===== config.mk =====
export PLATFORM = sky130hd
export DESIGN_NAME = mod_multiplier
export DESIGN_NICKNAME = d
export VERILOG_FILES = /design/src/rtl/mod_multiplier.sv
export SDC_FILE = /design/constraint.sdc
export NUM_CORES = 1
export LEC_CHECK = 0
export CAP_MARGIN = 20
export CORE_MARGIN = 4
export CORE_UTILIZATION = 60
export DETAILED_ROUTE_END_ITERATION = 10
export PLACE_DENSITY = 0.83
export RECOVER_POWER = 100
export SLEW_MARGIN = 10
export SYNTH_ARGS = -nofsm -noshare
export SYNTH_HDL_FRONTEND = slang
export SYNTH_SLANG_ARGS = --single-unit
export TNS_END_PERCENT = 10

===== constraint.sdc =====
create_clock -name iClk -period 20.5 [get_ports iClk]
set_clock_uncertainty 0.2 [all_clocks]
set_input_delay 3.075 -clock iClk [delete_from_list [all_inputs] [get_ports iClk]]
set_output_delay 3.075 -clock iClk [all_outputs]
set_load 0.01 [all_outputs]

===== src/rtl/mod_multiplier.sv =====
// Iterative modular multiplier: oData = (iA * iB) mod iQ using MSB-first
// interleaved double/add/reduce, one multiplier bit per clock edge.
// Optional build macro MOD_MULT_RADIX4_EN: two multiplier bits per edge
// (BITWIDTH must be even), halving the accept-to-result latency.
// Feeds mod_accumulator: oData -> iData, oValid && iReady -> iEn.
module mod_multiplier #(
   parameter int unsigned BITWIDTH = 32
) (
   input  logic                iClk,
   input  logic                iRst,
   input  logic                iValid,
   output logic                oReady,
   input  logic [BITWIDTH-1:0] iA,
   input  logic [BITWIDTH-1:0] iB,
   input  logic [BITWIDTH-1:0] iQ,
   output logic                oValid,
   input  logic                iReady,
   output logic [BITWIDTH-1:0] oData,
   output logic                oErr
);

   localparam int unsigned W  = BITWIDTH;
   localparam int unsigned CW = (BITWIDTH > 1) ? $clog2(BITWIDTH) : 1;

`ifdef MOD_MULT_RADIX4_EN
   localparam int unsigned STEP = 2;

   // Radix-4 consumes bit pairs, so an odd width cannot be supported.
   if ((BITWIDTH % 2) != 0) begin : g_bad_width
      $error("mod_multiplier: BITWIDTH must be even with MOD_MULT_RADIX4_EN");
   end
`else
   localparam int unsigned STEP = 1;
`endif

   localparam logic [CW-1:0] CNT_START = CW'(W - 1);
   localparam logic [CW-1:0] CNT_LAST  = CW'(STEP - 1);

   typedef enum logic [1:0] {
      IDLE = 2'd0,
      CALC = 2'd1,
      DONE = 2'd2
   } state_t;

   state_t        state_q;
   logic [W-1:0]  a_q;
   logic [W-1:0]  b_q;
   logic [W-1:0]  q_q;
   logic [W:0]    p_q;
   logic [CW-1:0] cnt_q;
   logic          valid_q;
   logic          err_q;
   logic [W-1:0]  data_q;

   logic [W:0]    p_d;
   logic          in_err_c;

   // One interleaved step: P' = (2P + bit*A) mod Q, with P, A < Q.
   function automatic logic [W:0] mm_step(input logic [W:0] p,
                                          input logic       mb,
                                          input logic [W:0] a,
                                          input logic [W:0] q);
      logic [W:0] t;
      t = p << 1;
      if (t >= q) t = t - q;
      if (mb) t = t + a;
      if (t >= q) t = t - q;
      return t;
   endfunction

   // Next partial product for the current bit (or bit pair).
`ifdef MOD_MULT_RADIX4_EN
   logic [W:0] p_hi_c;
   always_comb begin
      p_hi_c = mm_step(p_q, b_q[cnt_q], {1'b0, a_q}, {1'b0, q_q});
      p_d    = mm_step(p_hi_c, b_q[cnt_q - CW'(1)], {1'b0, a_q}, {1'b0, q_q});
   end
`else
   always_comb begin
      p_d = mm_step(p_q, b_q[cnt_q], {1'b0, a_q}, {1'b0, q_q});
   end
`endif

   // Range check on the live operands at the accept edge.
   always_comb begin
      in_err_c = (iQ == '0) || (iA >= iQ) || (iB >= iQ);
   end

   // Control FSM and datapath registers.
   always_ff @(posedge iClk) begin
      if (iRst) begin
         state_q <= IDLE;
         a_q     <= '0;
         b_q     <= '0;
         q_q     <= '0;
         p_q     <= '0;
         cnt_q   <= '0;
         valid_q <= 1'b0;
         err_q   <= 1'b0;
         data_q  <= '0;
      end else begin
         case (state_q)
            IDLE: begin
               if (iValid) begin
                  a_q <= iA;
                  b_q <= iB;
                  q_q <= iQ;
                  p_q <= '0;
                  if (in_err_c) begin
                     data_q  <= '0;
                     err_q   <= 1'b1;
                     state_q <= DONE;
                  end else begin
                     cnt_q   <= CNT_START;
                     state_q <= CALC;
                  end
               end
            end
            CALC: begin
               p_q <= p_d;
               if (cnt_q == CNT_LAST) begin
                  data_q  <= p_d[W-1:0];
                  err_q   <= 1'b0;
                  valid_q <= 1'b1;
                  state_q <= DONE;
               end else begin
                  cnt_q <= cnt_q - CW'(STEP);
               end
            end
            DONE: begin
               // Error path arrives without valid; raise it one edge later.
               if (!valid_q) begin
                  valid_q <= 1'b1;
               end else if (iReady) begin
                  valid_q <= 1'b0;
                  state_q <= IDLE;
               end
            end
            default: begin
               state_q <= IDLE;
            end
         endcase
      end
   end

   assign oReady = (state_q == IDLE);
   assign oValid = valid_q;
   assign oData  = data_q;
   assign oErr   = err_q;

endmodule


==> results.md, run 1 <==
- Status: complete, but fails checks
- Failing checks: max-capacitance violations, max-slew violations
- Number of primary I/O pins: 135
- Share of the yosys chip area belonging to registers: 24.25%
- RSZ-0062 raised after global routing: no
- Post-detailed-route via-to-cell ratio: 6.312
- Final number of max-transition violations: 130
- Number of flops mapped to enable cells by yosys: 0
- Syn Area/Cell: 7.883 sq um
- Wire length of the first global-routing pass: 70150 microns
- Vias in the first global route: 13360
- Horizontal die dimension: 160.5 microns
- Setup CP Type: reg2reg
- Clk Tree Root Cell: sky130_fd_sc_hd__clkbuf_16
- Number of buffers created by CTS: 17
- Data required time at the worst endpoint: 20.65 ns
- Most frequent cells after synthesis: sky130_fd_sc_hd__nand2_1, sky130_fd_sc_hd__a21oi_1, sky130_fd_sc_hd__dfxtp_1
- Worst path setup slack after routing: 9.139 ns
- Count of routing violations after the opening detailed-route iteration: 1369
- Clock Sinks: 169
- Number of buffers added on ports: 134
- WL per Instance: 20.46 microns
- Post-Route Utilization: 70.26%
- Crit path arrival time: 11.51 ns
- DP Wirelength: 34830 microns
- Register area: 3383 sq um
- Area growth from synthesis to layout: 14.70%
- Largest stage delay on the critical path: 1.55 ns
- Remaining design rule violation count: 0
- GP Congestion: 1.018
- Count of cells resized by post-cts repair: 0
- Initial antenna violation count: 0
- Unique cell type count in the Yosys netlist: 81
- Final-stage net count: 2122
- Worst hold path class: reg2reg
- Most used standard cell by instance count after synthesis: sky130_fd_sc_hd__nand2_1
- Type of element launching the critical path: flop
- Total setup buffers inserted after CTS: 0
- Antenna diodes: 0
- TritonRoute pass-1 iters: 6
- Main flop type after synthesis: sky130_fd_sc_hd__dfxtp_1
- Fin Setup TNS: 0 ns
- Remaining antenna violation count after routing: 0
- Maxcap violations: 2
- Minimum clock period: 11.36 ns
- Hold buffer count at CTS: 0
- Net count after synthesis: 2035
- Combined area of the multi-input logic cells: 9816 sq um
- Final wirelength: 44670 microns
- Hold slack: 0.2555 ns
- Full die area: 25760 sq um
- Share of final-layout standard cells stronger than drive strength 1: 6.043%
- Warnings from Yosys: 0
- Maximum clock insertion buffer count: 2
- Worst slew pin tran: 4.271 ns
- Biggest area contributors in the synthesized netlist: sky130_fd_sc_hd__dfxtp_1, sky130_fd_sc_hd__ha_1, sky130_fd_sc_hd__nand2_1
- Clock H-tree levels: 4
- Element type at the critical path end: flop
- Starting density of the core: 61.26%
- Number of vias after detailed routing: 13780
- Number of instances in the synthesized netlist: 1770
- Period utilization: 55.42%
- Share of async-settable or async-resettable flops after synthesis: 0%
- Area share of the largest cell type after synthesis: 24.25%
- Master of the slowest instance on the critical path: sky130_fd_sc_hd__clkbuf_1
- Maximum net fanout on the critical path: 30
- Worst-Skew Late Latency: 0.46 ns
- Register bit total from synthesis: 169
- Dominant cell type by area after synthesis: sky130_fd_sc_hd__dfxtp_1
- Die height: 160.5 microns
- Setup-failing EPs final: 0
- Fillers: 1908
- Total global routing overflow: 0
- Worst-case headroom to the max-slew limit: -184.7%
- Core area: 22780 sq um
- Reg clk slew, reported paths: 0.08 ns
- TritonCTS clock tree: built
- Count of endpoints failing hold in the final timing report: 0
- Fmax: 0.08802 GHz
- Floorplan row count: 55
- Netlist area before placement: 13950 sq um
- Overall global routing resource usage: 33.90%
- Worst setup slack after placement: 11.54 ns
- Largest net degree at the start of global routing: 99
worst max-delay path, delay by kind of cell (launching register included):
family	cells	cell delay (ns)
buffers and inverters	3	2.02
adder cells (fa/ha/maj)	3	1.40
AND/OR/NAND/NOR	6	1.73
flip-flops	1	0.35
multiplexers	2	0.86
AO/OA/AOI/OAI	13	4.63
worst paths after layout:
check          start        to  slack, ns  cells after the start
max          q_q[23]  oData[9]       9.14                     27
min          b_q[28]   b_q[28]       0.26                      2
max reg2reg  q_q[23]  oData[9]       9.14                     27
min reg2reg  b_q[28]   b_q[28]       0.26                      2
layer usage:
layer,GRT usage (%),share of wire [%],vias to the layer above
met2,58.23,48,588
met1,41.07,40,6444
met5,0,0,-
met4,15.45,4.8,0
met3,6.543,7.1,138
li1,-,-,6609
sequential cells by signal, summed over array words and instances, names as in the netlist:
name / flops
oValid: 1
oErr: 1
state_q: 2
q_q: 32
oData: 32
a_q: 32
cnt_q: 5
p_q: 32
b_q: 32
logic make-up after synthesis:
logic type | share of synthesized area, %
muxes | 7.353
AOI/OAI and AO/OA | 26.29
and+or+nand+nor | 17.82
buffers and inverters | 5.004
DFF | 24.25
xor gates and xnor gates | 4.331
adders and majority gates | 14.96
through the flow:
stage | cell area (sq um) | instances
global placement | 15440 | 2150
floorplan | 13950 | 1770
global route | 16000 | 2183
finish | 16000 | 2183
detailed placement | 15440 | 2150
CTS | 16070 | 2182
layout by cell type (no fill, tap or decap), drive strengths merged, types with 20 or more instances in the layout:
master         netlist  layout
mux2                45      45
inv                 96     102
ha                 162     162
nor3                20      20
clkbuf              61      20
o21a                20      20
nor2                78      78
xnor2               42      42
o21ai               88      88
a21o                55      55
o2bb2ai             23      23
dlygate4sd3          0      38
nand4               23      23
dfxtp              169     169
a21oi              205     205
nand3               33      33
mux2i               32      32
nand2              298     298
clkdlybuf4s50        0      95
a211oi              23      23
xor2                27      27
final cells by class:
| class | instances | share of cell area [%] |
|---|---|---|
| Multi-Input combinational cell | 1426 | 61.33 |
| Sequential cell | 169 | 21.14 |
| Timing Repair Buffer | 147 | 8.905 |
| Clock buffer | 17 | 2.658 |
| Tap cell | 313 | 2.447 |
| Inverter | 96 | 2.252 |
| Clock inverter | 15 | 1.267 |
Power of run 1 is not shown: default switching activity piles up to over one toggle a cycle in this logic, so the estimate is an artifact.
==> run 2, diff against run 1 <==
CORE_UTILIZATION = 53   (was 60)
PLACE_DENSITY = 0.78   (was 0.83)
clock period = 9.7 ns   (was 20.5 ns; I/O delays follow)
==> results.md, run 2 (same netlist as run 1, synthesis figures left out) <==
- Fin Setup TNS: 0 ns
- Number of primary I/O pins: 135
- Reg-to-reg critical path endpoint: p_q[18]
- Core area: 25980 sq um
- Worst hold start: q_q[4]
- Horizontal die dimension: 170.3 microns
- Number of buffers added on ports: 134
- Maximum clock insertion buffer count: 2
- Largest stage delay on the critical path: 0.63 ns
- Number of buffers created by CTS: 17
- Area growth from synthesis to layout: 15.32%
- Total global routing overflow: 0
- Overall global routing resource usage: 32.84%
- Remaining antenna violation count after routing: 0
- Largest net degree at the start of global routing: 98
- Setup-failing EPs final: 0
- Clock Sinks: 169
- Final wirelength: 47940 microns
- Count of endpoints failing hold in the final timing report: 0
- DP Wirelength: 37380 microns
- Most frequent standard cell in the layout excluding fill and tap cells: sky130_fd_sc_hd__nand2_1
- Type of element launching the critical path: flop
- Maxcap violations: 2
- Final number of max-transition violations: 180
- Final-stage net count: 2125
- Hold buffer count at CTS: 0
- Element type at the critical path end: flop
- Status: complete, but fails checks
- Total setup buffers inserted after CTS: 0
- TritonCTS clock tree: built
- Data required time at the worst endpoint: 9.81 ns
- Minimum clock period: 9.208 ns
- Flop2flop setup slack: 0.49 ns
- Worst hold path class: reg2reg
- Number of vias after detailed routing: 13910
- Worst-Skew Late Latency: 0.45 ns
- Full die area: 28990 sq um
- GP Congestion: 1.016
- Period utilization: 94.92%
- Startpoint of the most critical register-to-register path: q_q[1]
- Die height: 170.3 microns
- Remaining design rule violation count: 0
- Worst path most repeated cell: sky130_fd_sc_hd__ha_1
- Clk Tree Root Cell: sky130_fd_sc_hd__clkbuf_16
- Master of the slowest instance on the critical path: sky130_fd_sc_hd__o41ai_1
- Vias in the first global route: 13750
- Failing checks: max-capacitance violations, max-slew violations
- Length in cells of the worst reg-to-reg path: 30
- Count of cells resized by post-cts repair: 0
- Floorplan row count: 59
- Worst-case headroom to the max-slew limit: -177.8%
- Wire length of the first global-routing pass: 74930 microns
- Count of routing violations after the opening detailed-route iteration: 1231
- Number of cells on the worst hold path: 2
- Initial antenna violation count: 2
- Fmax: 0.1086 GHz
- Worst Hold Path EP: q_q[4]
- WL per Instance: 21.71 microns
- Clock H-tree levels: 4
- Crit path arrival time: 9.31 ns
- Reg clk slew, reported paths: 0.08 ns
- Highest-count cells in the layout ignoring fill and taps: sky130_fd_sc_hd__nand2_1, sky130_fd_sc_hd__a21oi_1, sky130_fd_sc_hd__dfxtp_1, sky130_fd_sc_hd__ha_1, sky130_fd_sc_hd__clkdlybuf4s50_1
- Post-detailed-route via-to-cell ratio: 6.298
- Setup CP Type: reg2reg
- RSZ-0062 raised after global routing: no
- Antenna diodes: 0
- Starting density of the core: 53.70%
- Worst slew pin tran: 4.167 ns
- Share of final-layout standard cells stronger than drive strength 1: 6.460%
- Maximum net fanout on the critical path: 23
- TritonRoute pass-1 iters: 6
run 2: cell types whose count changed in the layout (fill, tap and decap cells not counted), moves of 2 or more:
cell and delta:
sky130_fd_sc_hd__o21ai_0 -4, sky130_fd_sc_hd__clkdlybuf4s50_1 +2, sky130_fd_sc_hd__nor2_1 -2, sky130_fd_sc_hd__o21ai_1 +4, sky130_fd_sc_hd__buf_4 +2, sky130_fd_sc_hd__dlygate4sd3_1 -2
sky130_fd_sc_hd__nor2_2 +2, sky130_fd_sc_hd__clkinv_4 -2, sky130_fd_sc_hd__inv_6 +2
run 2: metrics by stage:
| step | utilization (%) | hold slack (ns) | instances | cell area [sq um] | setup WS, ns |
|---|---|---|---|---|---|
| floorplan | - | 0.2331 | 1770 | 13950 | 2.189 |
| global placement | 59.68 | 0.2389 | 2176 | 15510 | 1.023 |
| detailed placement | 59.68 | 0.2453 | 2176 | 15510 | 0.8440 |
| CTS | 62.05 | 0.2565 | 2208 | 16120 | 0.7560 |
| global route | 61.93 | 0.2742 | 2208 | 16090 | 0.1245 |
| finish | 61.93 | 0.2553 | 2208 | 16090 | 0.4924 |
run 2: final cells by class:
class / count / area, sq um
Tap cell: 335 / 419.2
Clock inverter: 14 / 177.7
Inverter: 96 / 360.3
Sequential cell: 169 / 3383
Timing Repair Buffer: 150 / 1445
Multi-Input combinational cell: 1426 / 9867
Clock buffer: 18 / 439.2
Fill cell: 2345 / 9893
run 2: worst max-delay path by stage:
stage | from | endpoint | slack [ns] | depth (start not counted)
6_report | q_q[1] | p_q[18] | 0.49 | 30
4_1_cts | q_q[1] | p_q[17] | 0.76 | 30
5_1_grt | q_q[1] | p_q[17] | 0.12 | 30
3_5_place_dp | q_q[1] | oData[17] | 0.84 | 30
3_3_place_gp | q_q[1] | oData[18] | 1.02 | 30
2_1_floorplan | q_q[1] | oData[23] | 2.19 | 29
run 2: metal layers:
| metal | wire length, microns | vias to the layer above | part of all wire, % | GRT usage, % |
|---|---|---|---|---|
| met3 | 2888 | 171 | 6.0 | 5.412 |
| li1 | - | 6643 | - | - |
| met1 | 19550 | 6547 | 41 | 39.66 |
| met4 | 3031 | 2 | 6.3 | 17.67 |
| met2 | 22460 | 542 | 47 | 55.81 |
| met5 | 16 | - | 0.033 | 0 |
run 2: worst max-delay path, delay by kind of cell, from the launching register on:
kind                     cells  cell delay (ns)
multiplexers                 2             0.76
XOR/XNOR                     1             0.12
AO/OA/AOI/OAI               13             3.94
flip-flops                   1             0.43
AND/OR/NAND/NOR              7             1.50
adder cells (fa/ha/maj)      4             1.35
buffers and inverters        3             0.71
Power of run 2 is left out for the same reason.
